## src/rtl/ext_bus_if_pkg.sv

```systemverilog
// Shared encodings and constants for the ext_bus_if memory-side bus sequencer.
package ext_bus_if_pkg;

   localparam int         CTR_W         = 5;
   localparam logic       DIR_RD        = 1'b0;
   localparam logic       DIR_WR        = 1'b1;
   localparam logic [7:0] IDLE_DATA_DEF = 8'hFF;

   typedef enum logic [1:0] {
      ST_IDLE   = 2'd0,
      ST_SETUP  = 2'd1,
      ST_STROBE = 2'd2,
      ST_HOLD   = 2'd3
   } state_e;

endpackage

```

## src/rtl/ext_bus_if_bus_wait_ctr.sv

```systemverilog
// Strobe-phase cycle counter: counts strobe-active cycles and flags the
// minimum-wait and timeout thresholds for the bus sequencer.
module ext_bus_if_bus_wait_ctr
   import ext_bus_if_pkg::*;
#(
   parameter int WAIT_MIN = 1,
   parameter int TIMEOUT  = 15
)
(
   input  logic clk,
   input  logic rst_n,
   input  logic clr,
   input  logic en,
   output logic min_met,
   output logic timed_out
);

   localparam logic [CTR_W-1:0] WAIT_MIN_C = CTR_W'(WAIT_MIN);
   localparam logic [CTR_W-1:0] TIMEOUT_C  = CTR_W'(TIMEOUT);

   logic [CTR_W-1:0] cnt_r;

   // Count strobe cycles; hold at TIMEOUT so a long stall can never wrap into a false min_met.
   always_ff @(posedge clk or negedge rst_n) begin
      if (!rst_n) begin
         cnt_r <= {CTR_W{1'b0}};
      end else if (clr) begin
         cnt_r <= {CTR_W{1'b0}};
      end else if (en && (cnt_r < TIMEOUT_C)) begin
         cnt_r <= cnt_r + CTR_W'(1);
      end
   end

   assign min_met   = (cnt_r >= WAIT_MIN_C);
   assign timed_out = (cnt_r >= TIMEOUT_C);

endmodule

```

## src/rtl/ext_bus_if.sv

```systemverilog
// Memory-side bus sequencer: one strobed external read or write per request,
// with wait-state insertion, timeout abort and a latched read-data byte.
module ext_bus_if
   import ext_bus_if_pkg::*;
#(
   parameter int         WAIT_MIN  = 1,
   parameter int         TIMEOUT   = 15,
   parameter logic [7:0] IDLE_DATA = IDLE_DATA_DEF
)
(
   input  logic        CLK,
   input  logic        nRES,
   input  logic        req_rd,
   input  logic        req_wr,
   input  logic [7:0]  adl,
   input  logic [7:0]  adh,
   input  logic [7:0]  DL_out,
   output logic [7:0]  DL_in,
   output logic        busy,
   output logic        done,
   output logic        err,
   output logic [15:0] A,
   output logic [7:0]  D_o,
   output logic        D_oe,
   input  logic [7:0]  D_i,
   output logic        nCS,
   output logic        nRD,
   output logic        nWR,
   input  logic        ext_ready
);

   state_e state_r;
   logic   dir_r;
   logic   min_met_s;
   logic   timed_out_s;
   logic   ctr_clr_s;
   logic   ctr_en_s;

   // The counter reads 1 in the first strobe cycle, so it already counts during SETUP.
   assign ctr_clr_s = (state_r == ST_IDLE) || (state_r == ST_HOLD);
   assign ctr_en_s  = (state_r == ST_SETUP) || (state_r == ST_STROBE);
   assign busy      = (state_r != ST_IDLE);

   ext_bus_if_bus_wait_ctr #(
      .WAIT_MIN (WAIT_MIN),
      .TIMEOUT  (TIMEOUT)
   ) u_bus_wait_ctr (
      .clk       (CLK),
      .rst_n     (nRES),
      .clr       (ctr_clr_s),
      .en        (ctr_en_s),
      .min_met   (min_met_s),
      .timed_out (timed_out_s)
   );

   // Transaction sequencer with registered bus strobes and completion pulses.
   always_ff @(posedge CLK or negedge nRES) begin
      if (!nRES) begin
         state_r <= ST_IDLE;
         dir_r   <= DIR_RD;
         A       <= 16'h0000;
         D_o     <= 8'h00;
         DL_in   <= 8'h00;
         D_oe    <= 1'b0;
         done    <= 1'b0;
         err     <= 1'b0;
         nCS     <= 1'b1;
         nRD     <= 1'b1;
         nWR     <= 1'b1;
      end else begin
         done <= 1'b0;
         err  <= 1'b0;
         case (state_r)
            ST_IDLE: begin
               if (req_wr || req_rd) begin
                  A       <= {adh, adl};
                  D_o     <= DL_out;
                  dir_r   <= req_wr ? DIR_WR : DIR_RD;
                  D_oe    <= req_wr;
                  nCS     <= 1'b0;
                  state_r <= ST_SETUP;
               end
            end
            ST_SETUP: begin
               nRD     <= (dir_r == DIR_WR);
               nWR     <= (dir_r != DIR_WR);
               state_r <= ST_STROBE;
            end
            ST_STROBE: begin
               // A ready response wins even in the cycle the timeout is reached.
               if (min_met_s && ext_ready) begin
                  nRD     <= 1'b1;
                  nWR     <= 1'b1;
                  done    <= 1'b1;
                  state_r <= ST_HOLD;
                  if (dir_r == DIR_RD) begin
                     DL_in <= D_i;
                  end
               end else if (timed_out_s) begin
                  nRD     <= 1'b1;
                  nWR     <= 1'b1;
                  done    <= 1'b1;
                  err     <= 1'b1;
                  state_r <= ST_HOLD;
                  if (dir_r == DIR_RD) begin
                     DL_in <= IDLE_DATA;
                  end
               end
            end
            ST_HOLD: begin
               nCS     <= 1'b1;
               D_oe    <= 1'b0;
               state_r <= ST_IDLE;
            end
            default: begin
               nCS     <= 1'b1;
               nRD     <= 1'b1;
               nWR     <= 1'b1;
               D_oe    <= 1'b0;
               state_r <= ST_IDLE;
            end
         endcase
      end
   end

endmodule

```

## config.mk

```make
export PLATFORM = sky130hd
export DESIGN_NAME = ext_bus_if
export DESIGN_NICKNAME = d
export VERILOG_FILES = /design/src/rtl/ext_bus_if_pkg.sv /design/src/rtl/ext_bus_if_bus_wait_ctr.sv /design/src/rtl/ext_bus_if.sv
export SDC_FILE = /design/constraint.sdc
export NUM_CORES = 1
export LEC_CHECK = 0
export CORE_ASPECT_RATIO = 0.7
export CORE_MARGIN = 3
export CORE_UTILIZATION = 50
export DETAILED_ROUTE_END_ITERATION = 10
export DONT_BUFFER_PORTS = 1
export PLACE_DENSITY = 0.73
export SLEW_MARGIN = 20
export SYNTH_ARGS = -nofsm -noshare
export SYNTH_HDL_FRONTEND = slang
export SYNTH_SLANG_ARGS = --single-unit
```

## constraint.sdc

```tcl
create_clock -name CLK -period 4.17 [get_ports CLK]
set_input_delay 0.417 -clock CLK [delete_from_list [all_inputs] [get_ports CLK]]
set_output_delay 0.417 -clock CLK [all_outputs]
set_load 0.02 [all_outputs]
```

==> impl_summary.log, run 1 <==
[metrics] slack of the worst reg-to-reg path: 2.15 ns
[metrics] final cell count without fillers: 208
[metrics] initial standard-cell utilization of the core: 53.4%
[metrics] post-layout util: 58.2%
[metrics] maximum clock path buffer count: 2
[metrics] cell count after placement: between 150 and 200
[metrics] Top FF cell, synth: sky130_fd_sc_hd__dfrtp_1
[metrics] fraction of synthesis flops using an asynchronous set or reset pin: 100%
[metrics] number of antenna violations at the first check in global routing: 0
[metrics] Port Buffers: 0
[metrics] R2R Path Start: u_bus_wait_ctr.cnt_r[4]$_DFFE_PN0P_
[metrics] number of search-and-repair iterations in the first detailed-routing pass: 4
[metrics] number of vias per cell: ~5.4
[metrics] category of the critical setup timing path: reg -> reg
[metrics] startpoint of the tightest hold check path: adl[2]
[metrics] unrepaired setup endpoints after global routing: no
[metrics] Synth Cell Area: 1940 µm²
[metrics] Max Clk Rate: roughly 500 MHz
[metrics] areal power density over the cells: 876 nW/µm²
[metrics] post-synthesis register bit count: 46
[metrics] syn_area_per_cell: ~13 µm²
[metrics] clock tree from TritonCTS: built
[metrics] result of the run: finished clean
[metrics] remaining antenna violation count after routing: 0
[metrics] largest driver fanout on the critical path: 13
[metrics] ant diodes: 0
[metrics] fraction of layout instances using a drive strength above 1: 27.8%
[metrics] type of element launching the critical path: flip-flop
[metrics] wire length of the first global-routing pass: ~5.6 mm
[metrics] Std-Cell Core Area: 3630 µm²
[metrics] most frequent cell after synthesis: sky130_fd_sc_hd__dfrtp_1
[metrics] die extent in y: 58.1 µm
[metrics] Hold Path Depth: 1
[metrics] largest net degree at the start of global routing: 47
[metrics] Pleak: approximately 0.95 nW
[metrics] post-layout min period: 2.02 ns
[metrics] post-detailed-route wirelength per cell: between 15 and 20 µm
[metrics] post-CTS setup-driven buffer insertion count: 0
[metrics] number of global-route vias before repair: 1178
[metrics] final weighted congestion in routability-driven placement: 0.716
[metrics] cell-by-cell trace of the critical path: or4_4 > o31ai_4 > a31o_2 > mux2i_1
[metrics] HPWL after detailed placement: 2.63 mm
[metrics] worst r2r dst: state_r[1]$_DFFE_PN0P_
[metrics] worst-case vdd ir drop: about 420 µV
[metrics] Detailed Route Iter0 Violations: 29
[metrics] overall track demand over capacity in global routing: 15.4%
[metrics] DIE AREA: 4670 µm²
[metrics] slew at the pin closest to its max-slew limit: 0.764 ns
[metrics] root cell of the clock tree: sky130_fd_sc_hd__clkbuf_8
[metrics] clock sink total: 46
[metrics] share of the clock period used by the worst path: 48.4%
[metrics] boundary pin count: 76
[metrics] Yosys cell types: 30
[metrics] Synthesis Warnings: 0
[metrics] required time worst endpoint: 4.38 ns
[metrics] cells resized by post-CTS repair: 0
[metrics] cts bufs inserted: 5
[metrics] number of setup violations in the final report: 0
[metrics] number of enable-type register cells in the synthesized netlist: 0
[metrics] Worst Hold Class: in -> reg
[metrics] number of standard cells after synthesis: 152
[metrics] Critical Path End Type: flip-flop
[metrics] overall die width: 80.4 µm
[metrics] net count of the mapped netlist: 195
[metrics] cells taking the most area after synthesis: sky130_fd_sc_hd__dfrtp_1 56%, sky130_fd_sc_hd__mux2_2 15%, sky130_fd_sc_hd__dfstp_2 4.1%
[metrics] Fin. Hold Viols: 0
[metrics] clk slew on worst S/H paths: 0.09 ns
[metrics] worst-skew pair later-pin latency: roughly 0.29 ns
[metrics] overflow left after global routing: 0
[metrics] Slowest-stage cell, CP: sky130_fd_sc_hd__or4_4
[metrics] Synth top area share: 55.6%
[metrics] Fin Setup TNS: 0 ns
[metrics] cell types with the highest counts after synthesis: 43 x sky130_fd_sc_hd__dfrtp_1, 25 x sky130_fd_sc_hd__mux2_2, 18 x sky130_fd_sc_hd__inv_1, 10 x sky130_fd_sc_hd__a21oi_1, 10 x sky130_fd_sc_hd__nor3_1
[metrics] cell depth of the worst flop-to-flop path: 4
[metrics] max-slew violation count: 0
[metrics] DRC violation count after routing: 0
[metrics] worst max-slew margin expressed relative to the limit: around 49%
[metrics] area grow syn2layout: 8.91%
[metrics] maximum cell stage delay along the critical path: 0.57 ns
[metrics] H-tree levels: 2
[metrics] Final Routed Wirelength: 3.52 mm
[metrics] leading area contributor after synthesis: sky130_fd_sc_hd__dfrtp_1
[metrics] Crit path arrival time: ~2.2 ns
[metrics] total via count after detailed routing: 1131
[metrics] smallest hold slack: ~0.27 ns
[metrics] WHS Endpoint: A[2]$_DFFE_PN0P_
[metrics] Core Rows: 18
[metrics] number of maximum-capacitance constraint violations: 0
[metrics] post-layout net count: 200
[metrics] sequential fraction of the synthesis area: between 50% and 60%
[metrics] Final Skew: 0.00693 ns
==> how the worst max path moves through the flow <==
stage | start | end | slack [ns]
after CTS | u_bus_wait_ctr.cnt_r[4]$_DFFE_PN0P_ | state_r[1]$_DFFE_PN0P_ | 2.14
after detailed placement | u_bus_wait_ctr.cnt_r[4]$_DFFE_PN0P_ | state_r[1]$_DFFE_PN0P_ | 2.18
after floorplan | u_bus_wait_ctr.cnt_r[1]$_DFFE_PN0P_ | state_r[1]$_DFFE_PN0P_ | 2.43
after global placement | u_bus_wait_ctr.cnt_r[4]$_DFFE_PN0P_ | state_r[1]$_DFFE_PN0P_ | 2.22
after global routing | u_bus_wait_ctr.cnt_r[1]$_DFFE_PN0P_ | DL_in[6]$_DFFE_PN0P_ | 2.00
final | u_bus_wait_ctr.cnt_r[4]$_DFFE_PN0P_ | state_r[1]$_DFFE_PN0P_ | 2.15
==> cell usage in the layout (no fill, tap or decap), types with 2 or more instances in the layout <==
cell,Yosys,layout
sky130_fd_sc_hd__ha_1,6,6
sky130_fd_sc_hd__a31o_2,2,2
sky130_fd_sc_hd__dfstp_2,3,3
sky130_fd_sc_hd__nor2_1,6,6
sky130_fd_sc_hd__nand2_1,2,2
sky130_fd_sc_hd__nor3b_1,2,2
sky130_fd_sc_hd__a22oi_1,2,2
sky130_fd_sc_hd__dfrtp_1,43,43
sky130_fd_sc_hd__inv_1,18,18
sky130_fd_sc_hd__o21ai_0,5,5
sky130_fd_sc_hd__a21oi_1,10,10
sky130_fd_sc_hd__clkbuf_8,0,5
sky130_fd_sc_hd__nor3_1,10,10
sky130_fd_sc_hd__mux2_2,25,25
==> metal layers <==
layer / track usage (%) / up-vias / wire length [µm]
met3: 6.83 / 2 / 386
met4: 3.61 / 0 / 14
met1: 20.1 / 550 / 1510
met5: 0 / - / 0
li1: - / 531 / -
met2: 24.1 / 48 / 1610
==> per-stage QoR <==
stage,worst slack (ns),power [mW],cell area (µm²)
floorplan,2.43,1.46,1940
global placement,2.22,1.55,1970
detailed placement,2.18,1.59,1970
CTS,2.14,1.87,2100
global route,2.00,1.98,2110
finish,2.15,1.85,2110
==> state kept, by name (all words and copies together) (netlist names), 2 cells and up <==
| signal | flops |
|---|---|
| A | 16 |
| D_o | 8 |
| state_r | 2 |
| u_bus_wait_ctr.cnt_r | 5 |
| DL_in | 8 |
==> final cells by class <==
class                   instances  area (µm²)
well taps                      50        62.6
fillers                       298        1520
flip-flops and latches         46        1150
multi-input cells              84         697
clock buffers                   5        68.8
repair buffers                  2        37.5
inverters                      18        67.6
clock inverters                 3        21.3
==> cells by family after synthesis <==
| kind of cell | share of synthesized area [%] |
|---|---|
| compound gates | 8.66 |
| buf+inv | 4.97 |
| mux | 15.1 |
| flops | 59.6 |
| simple gates | 7.37 |
| xor+xnor | 0.452 |
| fa+ha+maj | 3.88 |
==> timing repair <==
action	CTS	global route
hold endpoints to repair	46	0
endpoints found under the setup margin	0	0
hold buffers	2	0
==> worst max-delay path: cells and delay by family, from the launching register on <==
| kind | cells | cell delay (ns) |
|---|---|---|
| flops | 1 | 0.45 |
| simple gates | 1 | 0.57 |
| mux | 1 | 0.18 |
| compound gates | 2 | 0.75 |
==> power breakdown <==
part           internal (mW)  total (mW)  switching (mW)
registers              0.662        1.03           0.366
logic                  0.279       0.557           0.278
clock network          0.118       0.262           0.145
Power figures use the tool's default switching activity.
==> inputs of run 2 (changes only) <==
clock period = 1.9 ns   (was 4.17 ns; I/O delays follow)
==> run 2 against run 1 <==
Effect of this change:
- non-clock buffer count is 5 higher
- worst hold slack worse by 0.23 ns
- largest cell class unchanged
- register-to-register slack worse by 2.0 ns
- critical path type unchanged
- critical path depth is 1 higher
- total power is 120% higher
- wire length is 5.5% higher
==> impl_summary.log, run 2 (synthesized netlist as in run 1, its figures left out) <==
[metrics] post-detailed-placement cell area: 2010 µm² (+1.9%)
[metrics] boundary pin count: 76 (unchanged)
[metrics] post-layout net count: 205 (+2.5%)
[metrics] ant diodes: 0 (unchanged)
[metrics] most frequent standard cell in the layout excluding fill and tap cells: sky130_fd_sc_hd__dfrtp_1
[metrics] areal power density over the cells: 1920 nW/µm² (+120%)
[metrics] overall track demand over capacity in global routing: 16.3% (+0.81 points)
[metrics] Core Rows: 18 (unchanged)
[metrics] number of maximum-capacitance constraint violations: 0 (unchanged)
[metrics] share of the clock period used by the worst path: 94.0% (+46 points)
[metrics] leading registers by flop count: A (16), DL_in (8), D_o (8)
[metrics] least setup slack across all paths after layout: 0.113 ns (-2.04 ns)
[metrics] overflow left after global routing: 0 (unchanged)
[metrics] worst max-slew margin expressed relative to the limit: 50.5% (+1.7 points)
[metrics] cell count after placement: 203 (+2.5%)
[metrics] root cell of the clock tree: sky130_fd_sc_hd__clkbuf_8
[metrics] maximum cell stage delay along the critical path: 0.55 ns (-0.02 ns)
[metrics] initial standard-cell utilization of the core: 53.4% (unchanged)
[metrics] required time worst endpoint: 2.11 ns (-2.27 ns)
[metrics] Std-Cell Core Area: 3630 µm² (unchanged)
[metrics] overall power after layout: 4.11 mW (+120%)
[metrics] area grow syn2layout: 10.9%
[metrics] commonest cells after routing, fill and taps aside: 43 x sky130_fd_sc_hd__dfrtp_1, 25 x sky130_fd_sc_hd__mux2_2, 18 x sky130_fd_sc_hd__inv_1
[metrics] number of search-and-repair iterations in the first detailed-routing pass: 4 (unchanged)
[metrics] highest routing layer actually used: met4
[metrics] DRC violation count after routing: 0 (unchanged)
[metrics] post-layout min period: 1.79 ns (-0.231 ns)
[metrics] largest net degree at the start of global routing: 47 (unchanged)
[metrics] Max Clk Rate: 560 MHz (+13%)
[metrics] total via count after detailed routing: 1159 (+2.5%)
[metrics] smallest hold slack: 0.0379 ns (-0.232 ns)
[metrics] cts bufs inserted: 5 (unchanged)
[metrics] maximum clock path buffer count: 2 (unchanged)
[metrics] post-detailed-route wirelength per cell: 17.4 µm (+3.0%)
[metrics] result of the run: finished clean
[metrics] number of flip-flops in the largest register: 16 (unchanged)
[metrics] worst-case vdd ir drop: 990 µV (+130%)
[metrics] max-slew violation count: 0 (unchanged)
[metrics] unrepaired setup endpoints after global routing: no
[metrics] Critical Path End Type: flip-flop
[metrics] Final Routed Wirelength: 3.71 mm (+5.5%)
[metrics] clock tree from TritonCTS: built
[metrics] Fin. Hold Viols: 0 (unchanged)
[metrics] H-tree levels: 2 (unchanged)
[metrics] number of setup violations in the final report: 0 (unchanged)
[metrics] Slowest-stage cell, CP: sky130_fd_sc_hd__or4_4
[metrics] post-CTS setup-driven buffer insertion count: 0 (unchanged)
[metrics] HPWL after detailed placement: 2.71 mm (+3.1%)
[metrics] overall die width: 80.4 µm (unchanged)
[metrics] Setup WS pre-CTS: 0.135 ns (-2.04 ns)
[metrics] slack of the worst reg-to-reg path: 0.11 ns (-2.04 ns)
[metrics] Final Cell Area: 2150 µm² (+1.8%)
[metrics] Detailed Route Iter0 Violations: 27 (-6.9%)
[metrics] WL met1: 1.56 mm (+3.5%)
[metrics] Pleak: 0.978 nW (+2.5%)
[metrics] Fin Setup TNS: 0 ns (unchanged)
[metrics] Crit path arrival time: 2.00 ns (-0.23 ns)
[metrics] Met2 Wirelength: 1.76 mm (+9.0%)
[metrics] final weighted congestion in routability-driven placement: 0.822 (+15%)
[metrics] category of the critical setup timing path: reg -> reg
[metrics] post-layout util: 59.2% (+1.0 points)
[metrics] fraction of layout instances using a drive strength above 1: 30.1% (+2.2 points)
[metrics] largest driver fanout on the critical path: 10 (-3)
[metrics] worst-skew pair later-pin latency: 0.29 ns (about the same)
[metrics] remaining antenna violation count after routing: 0 (unchanged)
[metrics] met3 wirelength from detailed routing: 360 µm (-6.7%)
[metrics] cell-by-cell trace of the critical path: or4_4 > o31ai_4 > buf_4 > nor3_1 > a21oi_1
[metrics] type of element launching the critical path: flip-flop
[metrics] clk slew on worst S/H paths: 0.09 ns (about the same)
[metrics] number of antenna violations at the first check in global routing: 0 (unchanged)
[metrics] Worst Hold Class: in -> reg
[metrics] number of vias per cell: 5.44 (about the same)
[metrics] final cell count without fillers: 213 (+2.4%)
[metrics] die extent in y: 58.1 µm (unchanged)
[metrics] largest register by flop count: A
[metrics] number of global-route vias before repair: 1242 (+5.4%)
[metrics] DIE AREA: 4670 µm² (unchanged)
[metrics] wire length of the first global-routing pass: 5.73 mm (+2.9%)
[metrics] slew at the pin closest to its max-slew limit: 0.739 ns (-0.0248 ns)
[metrics] clock sink total: 46 (unchanged)
[metrics] Port Buffers: 0 (unchanged)
[metrics] Final Skew: 0.00574 ns (-0.00119 ns)
[metrics] filler cell count: 284 (-4.7%)
==> run 2: cell count changes in the layout (fill, tap and decap cells not counted) <==
cell,before,now
sky130_fd_sc_hd__buf_4,0,5
==> run 2: critical path, delay by kind of cell (launching register included) <==
family                 cells  cell delay, ns
buffers and inverters      1            0.23
AOI/OAI and AO/OA          2            0.41
and+or+nand+nor            2            0.62
DFF                        1            0.45
==> run 2: final cells by class <==
cell class	instances	area, µm²	area share [%]
repair buffers	7	75.1	3.50
well taps	50	62.6	2.91
clock buffers	5	68.8	3.21
clock inverters	3	21.3	0.991
multi-input cells	84	697	32.5
inverters	18	67.6	3.15
flip-flops and latches	46	1150	53.8
==> run 2: timing repair <==
item | 4_1_cts | 5_1_grt
resized for setup | 0 | 0
endpoints found under the hold margin | 46 | 0
hold buffers | 2 | 0
==> run 2: routing by layer <==
| layer | up-vias | GRT usage, % |
|---|---|---|
| met5 | - | 0 |
| met4 | 0 | 5.54 |
| met3 | 7 | 7.45 |
| met2 | 54 | 26.4 |
| met1 | 558 | 19.3 |
| li1 | 540 | - |
==> run 2: report_power, final <==
part / internal (mW) / switching [mW]
registers: 1.45 / 0.797
logic: 0.650 / 0.635
clock network: 0.258 / 0.321
total: 2.36 / 1.75
==> run 2: worst paths after layout <==
path	start	endpoint	depth (start not counted)
worst min-delay path	adl[2]	A[2]$_DFFE_PN0P_	1
worst max register to register	u_bus_wait_ctr.cnt_r[0]$_DFFE_PN0P_	DL_in[3]$_DFFE_PN0P_	5
worst min register to register	nWR$_DFFE_PN1P_	nWR$_DFFE_PN1P_	2
worst max-delay path	u_bus_wait_ctr.cnt_r[0]$_DFFE_PN0P_	DL_in[3]$_DFFE_PN0P_	5
min in group asynchronous	nRES	DL_in[7]$_DFFE_PN0P_	2
max in group asynchronous	nRES	nCS$_DFFE_PN1P_	2
==> inputs of run 3 (changes only) <==
ABC_AREA = 1   (was not set)
CORE_UTILIZATION = 60   (was 50)
PLACE_DENSITY = 0.84   (was 0.73)
==> run 3 against run 2 <==
Effect of this change:
- critical path depth rose by 5
- clock power rose by 25%
- cell count rose by 14%
- die area fell by 9.8%
- first-iteration DRC count rose to 3.7 times the previous value
- cell area rose by 5.5%
- sequential power rose by 3%
- critical endpoint is now state_r[1]$_DFFE_PN0P_
- largest cell class unchanged
==> impl_summary.log, run 3 <==
[metrics] required time worst endpoint: 2.09 ns (-0.02 ns)
[metrics] commonest cells after routing, fill and taps aside: 42 x sky130_fd_sc_hd__dfrtp_1, 33 x sky130_fd_sc_hd__nand2_1, 19 x sky130_fd_sc_hd__mux2_2
[metrics] cell depth of the worst flop-to-flop path: 10 (+5)
[metrics] maximum cell stage delay along the critical path: 0.46 ns (-0.09 ns)
[metrics] number of global-route vias before repair: 1450 (+17%)
[metrics] H-tree levels: 2 (unchanged)
[metrics] Detailed Route Iter0 Violations: 99 (+270%)
[metrics] clock sink total: 46 (unchanged)
[metrics] overall die width: 76.3 µm (-5.1%)
[metrics] cell types with the highest counts after synthesis: 43 x sky130_fd_sc_hd__dfrtp_1, 33 x sky130_fd_sc_hd__nand2_1, 19 x sky130_fd_sc_hd__mux2_2, 16 x sky130_fd_sc_hd__inv_1
[metrics] worst-skew pair later-pin latency: 0.29 ns (about the same)
[metrics] Crit path arrival time: 1.94 ns (-0.06 ns)
[metrics] Final Skew: 0.0102 ns (+0.00450 ns)
[metrics] logic gate share of total power: 32.2% (+1.0 points)
[metrics] Core Rows: 17 (-1)
[metrics] overflow left after global routing: 0 (unchanged)
[metrics] leading area contributor after synthesis: sky130_fd_sc_hd__dfrtp_1
[metrics] buffers and inverters on the worst path: 3 (+2)
[metrics] areal power density over the cells: 1990 nW/µm² (+3.6%)
[metrics] root cell of the clock tree: sky130_fd_sc_hd__clkbuf_8
[metrics] initial standard-cell utilization of the core: 64.2% (+11 points)
[metrics] cells taking the most area after synthesis: sky130_fd_sc_hd__dfrtp_1 52%, sky130_fd_sc_hd__mux2_2 10%, sky130_fd_sc_hd__nand2_1 6.0%
[metrics] Yosys cell types: 23 (-23%)
[metrics] maximum clock path buffer count: 2 (unchanged)
[metrics] Worst Hold Class: in -> reg
[metrics] Std-Cell Core Area: 3230 µm² (-11%)
[metrics] Final Cell Area: 2260 µm² (+5.5%)
[metrics] Synth Cell Area: 2080 µm² (+7.2%)
[metrics] number of standard cells after synthesis: 189 (+24%)
[metrics] smallest hold slack: 0.0275 ns (-0.0104 ns)
[metrics] DRC violation count after routing: 0 (unchanged)
[metrics] WP depth: 10 (+5)
[metrics] number of setup violations in the final report: 0 (unchanged)
[metrics] largest driver fanout on the critical path: 6 (-4)
[metrics] Fin. Hold Viols: 0 (unchanged)
[metrics] Port Buffers: 0 (unchanged)
[metrics] boundary pin count: 76 (unchanged)
[metrics] result of the run: finished clean
[metrics] total via count after detailed routing: 1385 (+19%)
[metrics] slack of the worst reg-to-reg path: 0.15 ns (+0.03 ns)
[metrics] fraction of synthesis flops using an asynchronous set or reset pin: 100% (unchanged)
[metrics] Max Clk Rate: 570 MHz (+1.9%)
[metrics] HPWL after detailed placement: 3.06 mm (+13%)
[metrics] remaining antenna violation count after routing: 0 (unchanged)
[metrics] post-detailed-placement cell area: 2120 µm² (+5.2%)
[metrics] Critical Path End Type: flip-flop
[metrics] number of vias per cell: 5.72 (+5.2%)
[metrics] most frequent standard cell in the layout excluding fill and tap cells: sky130_fd_sc_hd__dfrtp_1
[metrics] worst max-slew margin expressed relative to the limit: 62.7% (+12 points)
[metrics] Top FF cell, synth: sky130_fd_sc_hd__dfrtp_1
[metrics] most frequent cell after synthesis: sky130_fd_sc_hd__dfrtp_1
[metrics] category of cells accounting for the largest share of critical-path delay: simple AND/OR/NAND/NOR gates
[metrics] post-synthesis register bit count: 46 (unchanged)
[metrics] worst-case vdd ir drop: 1120 µV (+13%)
[metrics] number of flip-flops in the largest register: 16 (unchanged)
[metrics] Slowest-stage cell, CP: sky130_fd_sc_hd__dfrtp_1
[metrics] number of search-and-repair iterations in the first detailed-routing pass: 5 (+1)
[metrics] Synth top area share: 51.8% (-3.7 points)
[metrics] slew at the pin closest to its max-slew limit: 0.557 ns (-0.182 ns)
[metrics] Int Power: 2.48 mW (+5.1%)
[metrics] worst r2r dst: state_r[1]$_DFFE_PN0P_
[metrics] clock tree from TritonCTS: built
[metrics] Fin Setup TNS: 0 ns (unchanged)
[metrics] type of element launching the critical path: flip-flop
[metrics] Setup WS pre-CTS: 0.118 ns (-0.0175 ns)
[metrics] wire length of the first global-routing pass: 6.99 mm (+22%)
[metrics] cell repeated most along the worst path: sky130_fd_sc_hd__inv_1
[metrics] Synthesis Warnings: 0 (unchanged)
[metrics] R2R Path Start: u_bus_wait_ctr.cnt_r[1]$_DFFE_PN0P_
[metrics] number of enable-type register cells in the synthesized netlist: 0 (unchanged)
[metrics] cts bufs inserted: 5 (unchanged)
[metrics] fraction of layout instances using a drive strength above 1: 22.1% (-8.0 points)
[metrics] Clock power frac: 16.1% (+2.0 points)
[metrics] largest net degree at the start of global routing: 47 (unchanged)
[metrics] ant diodes: 0 (unchanged)
[metrics] share of the clock period used by the worst path: 92.3% (-1.7 points)
[metrics] largest register by flop count: A
[metrics] overall track demand over capacity in global routing: 20.7% (+4.4 points)
[metrics] Pleak: 1.05 nW (+7.8%)
[metrics] total net switching power: 2.01 mW (+15%)
[metrics] sequential fraction of the synthesis area: 55.6% (-4.0 points)
[metrics] post-layout net count: 237 (+16%)
[metrics] final weighted congestion in routability-driven placement: 0.711 (-13%)
[metrics] leading registers by flop count: A (16), DL_in (8), D_o (8)
[metrics] switching share of total power: 44.8% (+2.2 points)
[metrics] WHS Endpoint: A[10]$_DFFE_PN0P_
[metrics] DIE AREA: 4210 µm² (-9.8%)
[metrics] Final Routed Wirelength: 4.17 mm (+12%)
[metrics] area grow syn2layout: 9.10%
[metrics] unrepaired setup endpoints after global routing: no
[metrics] post-layout min period: 1.75 ns (-0.0326 ns)
[metrics] category of the critical setup timing path: reg -> reg
[metrics] post-detailed-route wirelength per cell: 17.2 µm (-1.1%)
[metrics] syn_area_per_cell: 11.0 µm² (-14%)
[metrics] net count of the mapped netlist: 232 (+19%)
[metrics] cell-by-cell trace of the critical path: ha_1 > inv_1 > nor3_1 > ha_1 > inv_1 > nand3_1 > inv_1 > nand3_2 > nand3_1 > nand2_1
[metrics] startpoint of the tightest hold check path: adh[2]
[metrics] number of maximum-capacitance constraint violations: 0 (unchanged)
[metrics] max-slew violation count: 0 (unchanged)
[metrics] clk slew on worst S/H paths: 0.09 ns (about the same)
[metrics] least setup slack across all paths after layout: 0.146 ns (+0.0326 ns)
[metrics] Seq pwr share: 51.7% (-3.0 points)
[metrics] Hold Path Depth: 1 (unchanged)
[metrics] die extent in y: 55.2 µm (-4.9%)
[metrics] overall power after layout: 4.50 mW (+9.3%)
[metrics] number of antenna violations at the first check in global routing: 0 (unchanged)
[run 3: kinds of logic (layout without fill, tap and decap cells)]
group / after synthesis / in the layout / share of synthesized area (%)
compound gates: 9 / 9 / 2.35
fa+ha+maj: 6 / 6 / 3.62
buf+inv: 22 / 28 / 4.34
flops: 46 / 46 / 55.6
mux: 24 / 24 / 13.0
simple gates: 82 / 82 / 21.0
[run 3: layer usage]
metal / global-route usage [%] / routed length [µm] / up-vias
li1: - / - / 639
met2: 35.4 / 2040 / 77
met3: 9.61 / 426 / 6
met4: 4.39 / 25 / 0
met1: 24.0 / 1680 / 663
met5: 0 / 0 / -
[run 3: layout make-up]
cell class / count / area, µm²
repair buffers: 3 / 37.5
fillers: 254 / 968
inverters: 17 / 63.8
multi-input cells: 121 / 836
flip-flops and latches: 46 / 1160
well taps: 47 / 58.8
clock buffers: 5 / 68.8
clock inverters: 3 / 43.8
[run 3: how the worst max path moves through the flow]
stage | start | to | slack, ns
2_1_floorplan | u_bus_wait_ctr.cnt_r[0]$_DFFE_PN0P_ | state_r[1]$_DFFE_PN0P_ | 0.32
3_3_place_gp | u_bus_wait_ctr.cnt_r[0]$_DFFE_PN0P_ | state_r[1]$_DFFE_PN0P_ | 0.27
3_5_place_dp | u_bus_wait_ctr.cnt_r[0]$_DFFE_PN0P_ | state_r[1]$_DFFE_PN0P_ | 0.12
4_1_cts | u_bus_wait_ctr.cnt_r[0]$_DFFE_PN0P_ | state_r[1]$_DFFE_PN0P_ | 0.12
5_1_grt | u_bus_wait_ctr.cnt_r[0]$_DFFE_PN0P_ | state_r[0]$_DFFE_PN0P_ | 0.02
6_report | u_bus_wait_ctr.cnt_r[1]$_DFFE_PN0P_ | state_r[1]$_DFFE_PN0P_ | 0.15
[run 3: timing repair]
action,CTS,global route
hold buffers,2,0
buffers inserted,0,0
gates resized for setup,0,2
hold endpoints to repair,46,0
setup endpoints to repair,0,4
[run 3: worst register-to-register path, stage by stage (launching register included)]
cell and delay (ns):
sky130_fd_sc_hd__dfrtp_1 0.46, sky130_fd_sc_hd__ha_1 0.23, sky130_fd_sc_hd__inv_1 0.08, sky130_fd_sc_hd__nor3_1 0.06
sky130_fd_sc_hd__ha_1 0.17, sky130_fd_sc_hd__inv_1 0.11, sky130_fd_sc_hd__nand3_1 0.13, sky130_fd_sc_hd__inv_1 0.13
sky130_fd_sc_hd__nand3_2 0.11, sky130_fd_sc_hd__nand3_1 0.11, sky130_fd_sc_hd__nand2_1 0.07
[run 3: power groups by stage]
stage / sequential (mW) / clock (mW) / combinational, mW
floorplan: 2.23 / 0 / 1.17
detailed placement: 2.34 / 0 / 1.41
global placement: 2.32 / 0 / 1.29
finish: 2.32 / 0.724 / 1.45
CTS: 2.33 / 0.733 / 1.44
global route: 2.39 / 0.793 / 1.65
[run 3: per-stage QoR]
step,utilization (%),instances
after floorplan,-,189
after global placement,65.4,232
after detailed placement,65.4,232
after CTS,69.9,242
after global routing,70.0,242
final,70.0,242
